File: src/rtl/phy_tx_lane_sched_if.sv
// Bundle between the four lane sources and the TX byte-slot scheduler.
// The master side is the lane sources; the slave side is the scheduler.
interface phy_tx_lane_sched_if;
  logic [3:0] lane_en;
  logic [3:0] req;
  logic [7:0] in0;
  logic [7:0] in1;
  logic [7:0] in2;
  logic [7:0] in3;
  logic [3:0] gnt;
  logic [7:0] data_out;
  logic       valid_out;
  logic       IDLE;
  logic [1:0] lane_sel;
  logic       sync_done;

  modport master (
    output lane_en, req, in0, in1, in2, in3,
    input  gnt, data_out, valid_out, IDLE, lane_sel, sync_done
  );

  modport slave (
    input  lane_en, req, in0, in1, in2, in3,
    output gnt, data_out, valid_out, IDLE, lane_sel, sync_done
  );
endinterface

File: src/rtl/phy_tx_lane_sched.sv
// Round-robin byte scheduler sharing one serial TX byte slot among four lanes.
// Sends COMMA training slots after reset, then one granted byte (or IDLE_CHAR) per slot.
module phy_tx_lane_sched #(
  parameter int         SLOT_CYCLES = 8,
  parameter int         SYNC_SLOTS  = 4,
  parameter logic [7:0] COMMA       = 8'hBC,
  parameter logic [7:0] IDLE_CHAR   = 8'h7C
) (
  input logic               clk_32f,
  input logic               rst,
  phy_tx_lane_sched_if.slave bus
);

  localparam int SCW = $clog2(SLOT_CYCLES);
  localparam int YCW = (SYNC_SLOTS > 1) ? $clog2(SYNC_SLOTS) : 1;
  localparam logic [SCW-1:0] SLOT_LAST = SCW'(SLOT_CYCLES - 1);
  localparam logic [YCW-1:0] SYNC_LAST = YCW'(SYNC_SLOTS - 1);

  typedef enum logic {SYNC, ACTIVE} state_t;

  state_t         state_reg;
  logic [SCW-1:0] slot_cnt_reg;
  logic [YCW-1:0] sync_cnt_reg;
  logic [1:0]     rr_ptr_reg;
  logic [3:0]     gnt_reg;
  logic [7:0]     data_out_reg;
  logic           valid_out_reg;
  logic           idle_reg;
  logic [1:0]     lane_sel_reg;
  logic           sync_done_reg;

  logic [7:0] lane_data [4];
  logic [3:0] elig;
  logic [1:0] cand_idx [4];
  logic [1:0] win;
  logic       found;
  logic       boundary;
  logic       do_arb;

  assign lane_data[0] = bus.in0;
  assign lane_data[1] = bus.in1;
  assign lane_data[2] = bus.in2;
  assign lane_data[3] = bus.in3;

  generate
    for (genvar gi = 0; gi < 4; gi++) begin : g_lane
      assign elig[gi]     = bus.req[gi] & bus.lane_en[gi];
      assign cand_idx[gi] = rr_ptr_reg + 2'(gi);
    end
  endgenerate

  // Scan from the farthest candidate down so the one nearest rr_ptr wins.
  always_comb begin
    found = 1'b0;
    win   = rr_ptr_reg;
    for (int k = 3; k >= 0; k--) begin
      if (elig[cand_idx[k]]) begin
        found = 1'b1;
        win   = cand_idx[k];
      end
    end
  end

  assign boundary = (slot_cnt_reg == SLOT_LAST);
  assign do_arb   = boundary && ((state_reg == ACTIVE) || (sync_cnt_reg == SYNC_LAST));

  always_ff @(posedge clk_32f or negedge rst) begin
    if (!rst) begin
      state_reg     <= SYNC;
      slot_cnt_reg  <= '0;
      sync_cnt_reg  <= '0;
      rr_ptr_reg    <= 2'd0;
      gnt_reg       <= 4'b0000;
      data_out_reg  <= COMMA;
      valid_out_reg <= 1'b0;
      idle_reg      <= 1'b1;
      lane_sel_reg  <= 2'd0;
      sync_done_reg <= 1'b0;
    end else begin
      slot_cnt_reg <= boundary ? '0 : slot_cnt_reg + SCW'(1);
      gnt_reg      <= 4'b0000;

      if (boundary && state_reg == SYNC) begin
        if (sync_cnt_reg == SYNC_LAST) begin
          state_reg     <= ACTIVE;
          sync_done_reg <= 1'b1;
        end else begin
          sync_cnt_reg <= sync_cnt_reg + YCW'(1);
          data_out_reg <= COMMA;
        end
      end

      if (do_arb) begin
        if (found) begin
          data_out_reg  <= lane_data[win];
          valid_out_reg <= 1'b1;
          idle_reg      <= 1'b0;
          lane_sel_reg  <= win;
          gnt_reg       <= 4'b0001 << win;
          rr_ptr_reg    <= win + 2'd1;
        end else begin
          data_out_reg  <= IDLE_CHAR;
          valid_out_reg <= 1'b0;
          idle_reg      <= 1'b1;
        end
      end
    end
  end

  assign bus.gnt       = gnt_reg;
  assign bus.data_out  = data_out_reg;
  assign bus.valid_out = valid_out_reg;
  assign bus.IDLE      = idle_reg;
  assign bus.lane_sel  = lane_sel_reg;
  assign bus.sync_done = sync_done_reg;

endmodule

File: src/flat_wrapper.sv
// flat-port wrapper written by rule: the top's interface ports become plain ports
module phy_tx_lane_sched_flat 
#(
  parameter int         SLOT_CYCLES = 8,
  parameter int         SYNC_SLOTS  = 4,
  parameter logic [7:0] COMMA       = 8'hBC,
  parameter logic [7:0] IDLE_CHAR   = 8'h7C
)
  (clk_32f, rst, bus_lane_en, bus_req, bus_in0, bus_in1, bus_in2, bus_in3, bus_gnt, bus_data_out, bus_valid_out, bus_IDLE, bus_lane_sel, bus_sync_done);
  phy_tx_lane_sched_if bus_i ();
  input logic clk_32f;
  input logic rst;
  input wire logic [$bits(bus_i.lane_en)-1:0] bus_lane_en;
  input wire logic [$bits(bus_i.req)-1:0] bus_req;
  input wire logic [$bits(bus_i.in0)-1:0] bus_in0;
  input wire logic [$bits(bus_i.in1)-1:0] bus_in1;
  input wire logic [$bits(bus_i.in2)-1:0] bus_in2;
  input wire logic [$bits(bus_i.in3)-1:0] bus_in3;
  output wire logic [$bits(bus_i.gnt)-1:0] bus_gnt;
  output wire logic [$bits(bus_i.data_out)-1:0] bus_data_out;
  output wire logic [$bits(bus_i.valid_out)-1:0] bus_valid_out;
  output wire logic [$bits(bus_i.IDLE)-1:0] bus_IDLE;
  output wire logic [$bits(bus_i.lane_sel)-1:0] bus_lane_sel;
  output wire logic [$bits(bus_i.sync_done)-1:0] bus_sync_done;
  assign bus_i.lane_en = bus_lane_en;
  assign bus_i.req = bus_req;
  assign bus_i.in0 = bus_in0;
  assign bus_i.in1 = bus_in1;
  assign bus_i.in2 = bus_in2;
  assign bus_i.in3 = bus_in3;
  assign bus_gnt = bus_i.gnt;
  assign bus_data_out = bus_i.data_out;
  assign bus_valid_out = bus_i.valid_out;
  assign bus_IDLE = bus_i.IDLE;
  assign bus_lane_sel = bus_i.lane_sel;
  assign bus_sync_done = bus_i.sync_done;
  phy_tx_lane_sched #(.SLOT_CYCLES(SLOT_CYCLES), .SYNC_SLOTS(SYNC_SLOTS), .COMMA(COMMA), .IDLE_CHAR(IDLE_CHAR)) u_core (.clk_32f(clk_32f), .rst(rst), .bus(bus_i));
endmodule
File: config.mk
export PLATFORM = sky130hd
export DESIGN_NAME = phy_tx_lane_sched_flat
export DESIGN_NICKNAME = d
export VERILOG_FILES = /design/src/rtl/phy_tx_lane_sched_if.sv /design/src/rtl/phy_tx_lane_sched.sv /design/src/flat_wrapper.sv
export SDC_FILE = /design/constraint.sdc
export NUM_CORES = 1
export LEC_CHECK = 0
export ABC_AREA = 1
export BUFFER_PORTS_ARGS = -buffer_cell sky130_fd_sc_hd__buf_2
export CAP_MARGIN = 15
export CORE_ASPECT_RATIO = 0.7
export CORE_MARGIN = 2
export CORE_UTILIZATION = 35
export CTS_CLUSTER_DIAMETER = 200
export DETAILED_ROUTE_END_ITERATION = 10
export SYNTH_ARGS = -nofsm -noshare
export SYNTH_HDL_FRONTEND = slang
export SYNTH_SLANG_ARGS = --single-unit
File: constraint.sdc
create_clock -name clk_32f -period 3.9 [get_ports clk_32f]
set_input_delay 0 -clock clk_32f [delete_from_list [all_inputs] [get_ports clk_32f]]
set_output_delay 0 -clock clk_32f [all_outputs]
set_load 0.01 [all_outputs]
==> results.md <==
- Outcome: finished clean
- Crit path time final: 2.32 ns
- Global route total overflow: 0
- F_max: 431 MHz
- Slew Viols, Final: 0
- Critical Path RT: 4.06 ns
- IO Count: 59
- Post-Route Skew: 0.00458 ns
- Switching share of power: 49.5%
- Crit path buffers/inverters: 3
- Maximum number of pins on one net before global-route repair: 25
- Worst-path clk slew: 0.09 ns
- Max reg flops: 8
- Die area: 4990 sq um
- Worst-Margin Slew: 0.519 ns
- Post CTS Setup Buffer Count: 0
- Routed WL: 3610 microns
- Post-Syn Nets: 250
- Combinational Power Share: 62.3%
- Post-synthesis sequential area ratio: 39.2%
- Placed cell count: 310
- Initial antenna violation count: 0
- Die Ht: 59.7 microns
- # hold bufs at CTS: 1
- Worst-path fanout max: 12
- ANT cells: 0
- FP Rows: 20
- Via count: 1433
- Area Growth Syn to Fin: 26.4%
- Layout cells sized above 1: 35.0%
- Most used cell along the critical path: nand2_1
- Sequential share of power: 24.6%
- Slew headroom: 65.4%
- First-pass GRT wire length: 6290 microns
- Worst vdd ir: 0.000414 V
- CTS root buf: clkbuf_8
- CP Cell Sequence: inv_2 -> nand2_1 -> nand3_1 -> nand2_1 -> inv_1 -> nand3_1 -> nand2_1 -> clkinv_1 -> nand3_1 -> nand2_1
- Pre-antenna DRT Iters: 4
- IO buf count: 58
- Final setup fails: 0
- Nets@finish: 310
- Fill count: 466
- Clock Sinks: 24
- RePlAce Congestion: 0.784
- Dpl cell area: 1880 sq um
- Critical path's top delay family: simple AND/OR/NAND/NOR gates
- Crit-path slowest cell: dfrtp_1
- Vias/cell: 4.55
- Peak per-stage delay on the critical path: 0.54 ns
- Hold Path Class: input port to flop
- Netlist cell types: 29
- Antenna-violating nets left: 0
- EDFF count, synth: 0
- Kind of critical path: flop to flop
- Worst setup EP type: flop
- Cell area after layout: 1960 sq um
- DR DRC count: 0
- Die width: 83.5 microns
- GRT Resource Usage Total: 16.0%
- Sum Neg Setup Slack: 0 ns
- Syn Inst Count: 201
- Async SR Flop Fraction: 100%
- CTS Buf Count: 3
- Worst-Skew Late Latency: 0.27 ns
- Initial Util: 36.0%
- Commonest cells after routing, fill and taps aside: nand2_1 (65), buf_2 (58), nand3_1 (32)
- Worst Path Arrival: 2.48 ns
- PwrDens: 846 nW/um^2
- Post-route insts no fill: 315
- Worst Slack Setup Final: 1.58 ns
- Avg Cell Area, Syn: 7.71 sq um
- Max-Cap Viols: 0
- Detailed Route Iter0 Violations: 71
- CTS-repair resized insts: 0
- Number of global-route vias before repair: 1364
- Reg area: 608 sq um
- Post-Syn Area: 1550 sq um
- DPL Wire Length: 2880 microns
- Internal: 0.838 mW
- Core Box Area: 4300 sq um
- Worst Setup Start Kind: flop
- TritonCTS clock tree: yes
- RSZ-0062 raised after global routing: no
- P_leak: 1.08 nW
- Synth Flop Type: dfrtp_1
- Final period util: 59.4%
- Net Switching: 0.820 mW
- Final hold vios: 0
- Synthesized flop and latch total: 24
- Clock power frac: 13.1%
- Area occupied by multi-input gates: 818 sq um
- CTS H-Tree Depth: 1
- Synth warn: 0
- Commonest non-fill, non-tap cell in the layout: nand2_1
- Wire per inst: 11.5 microns
- Placement Setup Slack: 1.59 ns
- Max clock buf depth: 2
-- power groups by stage --
| stage | sequential [mW] | clock, mW | combinational, mW |
|---|---|---|---|
| floorplan | 0.411 | 0 | 0.803 |
| global placement | 0.418 | 0 | 1.05 |
| detailed placement | 0.409 | 0 | 1.05 |
| CTS | 0.408 | 0.222 | 1.05 |
| global route | 0.419 | 0.231 | 1.18 |
| finish | 0.408 | 0.217 | 1.03 |
-- path summary, 6_finish.rpt --
| kind | start | depth (start not counted) | slack (ns) | to |
|---|---|---|---|---|
| setup / recovery | u_core.rr_ptr_reg[0] | 10 | 1.58 | u_core.bus.data_out[0] |
| hold / removal | bus_in0[1] | 5 | 0.06 | u_core.bus.data_out[1] |
| setup reg to reg | u_core.rr_ptr_reg[0] | 10 | 1.58 | u_core.bus.data_out[0] |
| hold reg to reg | u_core.slot_cnt_reg[0] | 1 | 0.44 | u_core.slot_cnt_reg[0] |
| max in group asynchronous | rst | 2 | 3.30 | u_core.bus.data_out[2] |
| min in group asynchronous | rst | 2 | 0.23 | u_core.sync_cnt_reg[1] |
-- layout make-up --
type / instances / share of cell area, %
sequential: 24 / 31.0
tap: 55 / 3.51
clock inverter: 1 / 1.53
inverter: 24 / 4.73
clock buffer: 3 / 2.11
multi-input combinational: 149 / 41.8
timing repair buffer: 59 / 15.3
-- worst register-to-register path, cell delays in order (launching register included) --
cell,delay (ns)
dfrtp_1,0.54
inv_2,0.19
nand2_1,0.10
nand3_1,0.11
nand2_1,0.06
inv_1,0.16
nand3_1,0.18
nand2_1,0.32
clkinv_1,0.32
nand3_1,0.17
nand2_1,0.06
-- per-layer routing --
metal,track usage [%],up-vias,share of wire (%)
li1,-,755,-
met1,22.1,629,52
met2,26.3,43,41
met3,4.14,6,6.3
met4,2.76,0,0.86
met5,0,-,0
-- cells by family (layout without fill, tap and decap cells) --
family,count (synthesis),count (layout),synth area share [%]
AO/OA/AOI/OAI,10,10,4.52
XOR/XNOR,3,3,1.70
adder cells (fa/ha/maj),7,7,5.65
buffers and inverters,28,87,7.99
flip-flops,24,24,39.2
multiplexers,1,1,0.726
AND/OR/NAND/NOR,128,128,40.2
-- per-stage QoR --
stage / utilization (%) / power [mW] / hold WS [ns]
4_1_cts: 45.5 / 1.68 / 0.0513
2_1_floorplan: - / 1.21 / -0.296
3_3_place_gp: 43.6 / 1.47 / 0.00576
3_5_place_dp: 43.6 / 1.46 / 0.00926
6_report: 45.5 / 1.66 / 0.0557
5_1_grt: 45.5 / 1.83 / 0.0807
-- synth_stat cells, types with 2 or more instances --
master | instances | area [sq um]
buf_6 | 2 | 22.5
dfrtp_1 | 18 | 450
dfstp_2 | 6 | 158
ha_1 | 7 | 87.6
inv_1 | 20 | 75.1
inv_2 | 2 | 7.51
nand2_1 | 65 | 244
nand2_2 | 6 | 37.5
nand2_4 | 2 | 22.5
nand3_1 | 32 | 160
nand3_2 | 2 | 20.0
nand3b_1 | 4 | 30.0
nor2_1 | 10 | 37.5
o21ai_0 | 4 | 20.0
o21ai_1 | 3 | 15.0
or2_2 | 4 | 25.0
xnor2_1 | 2 | 17.5
Power figures use the tool's default switching activity.
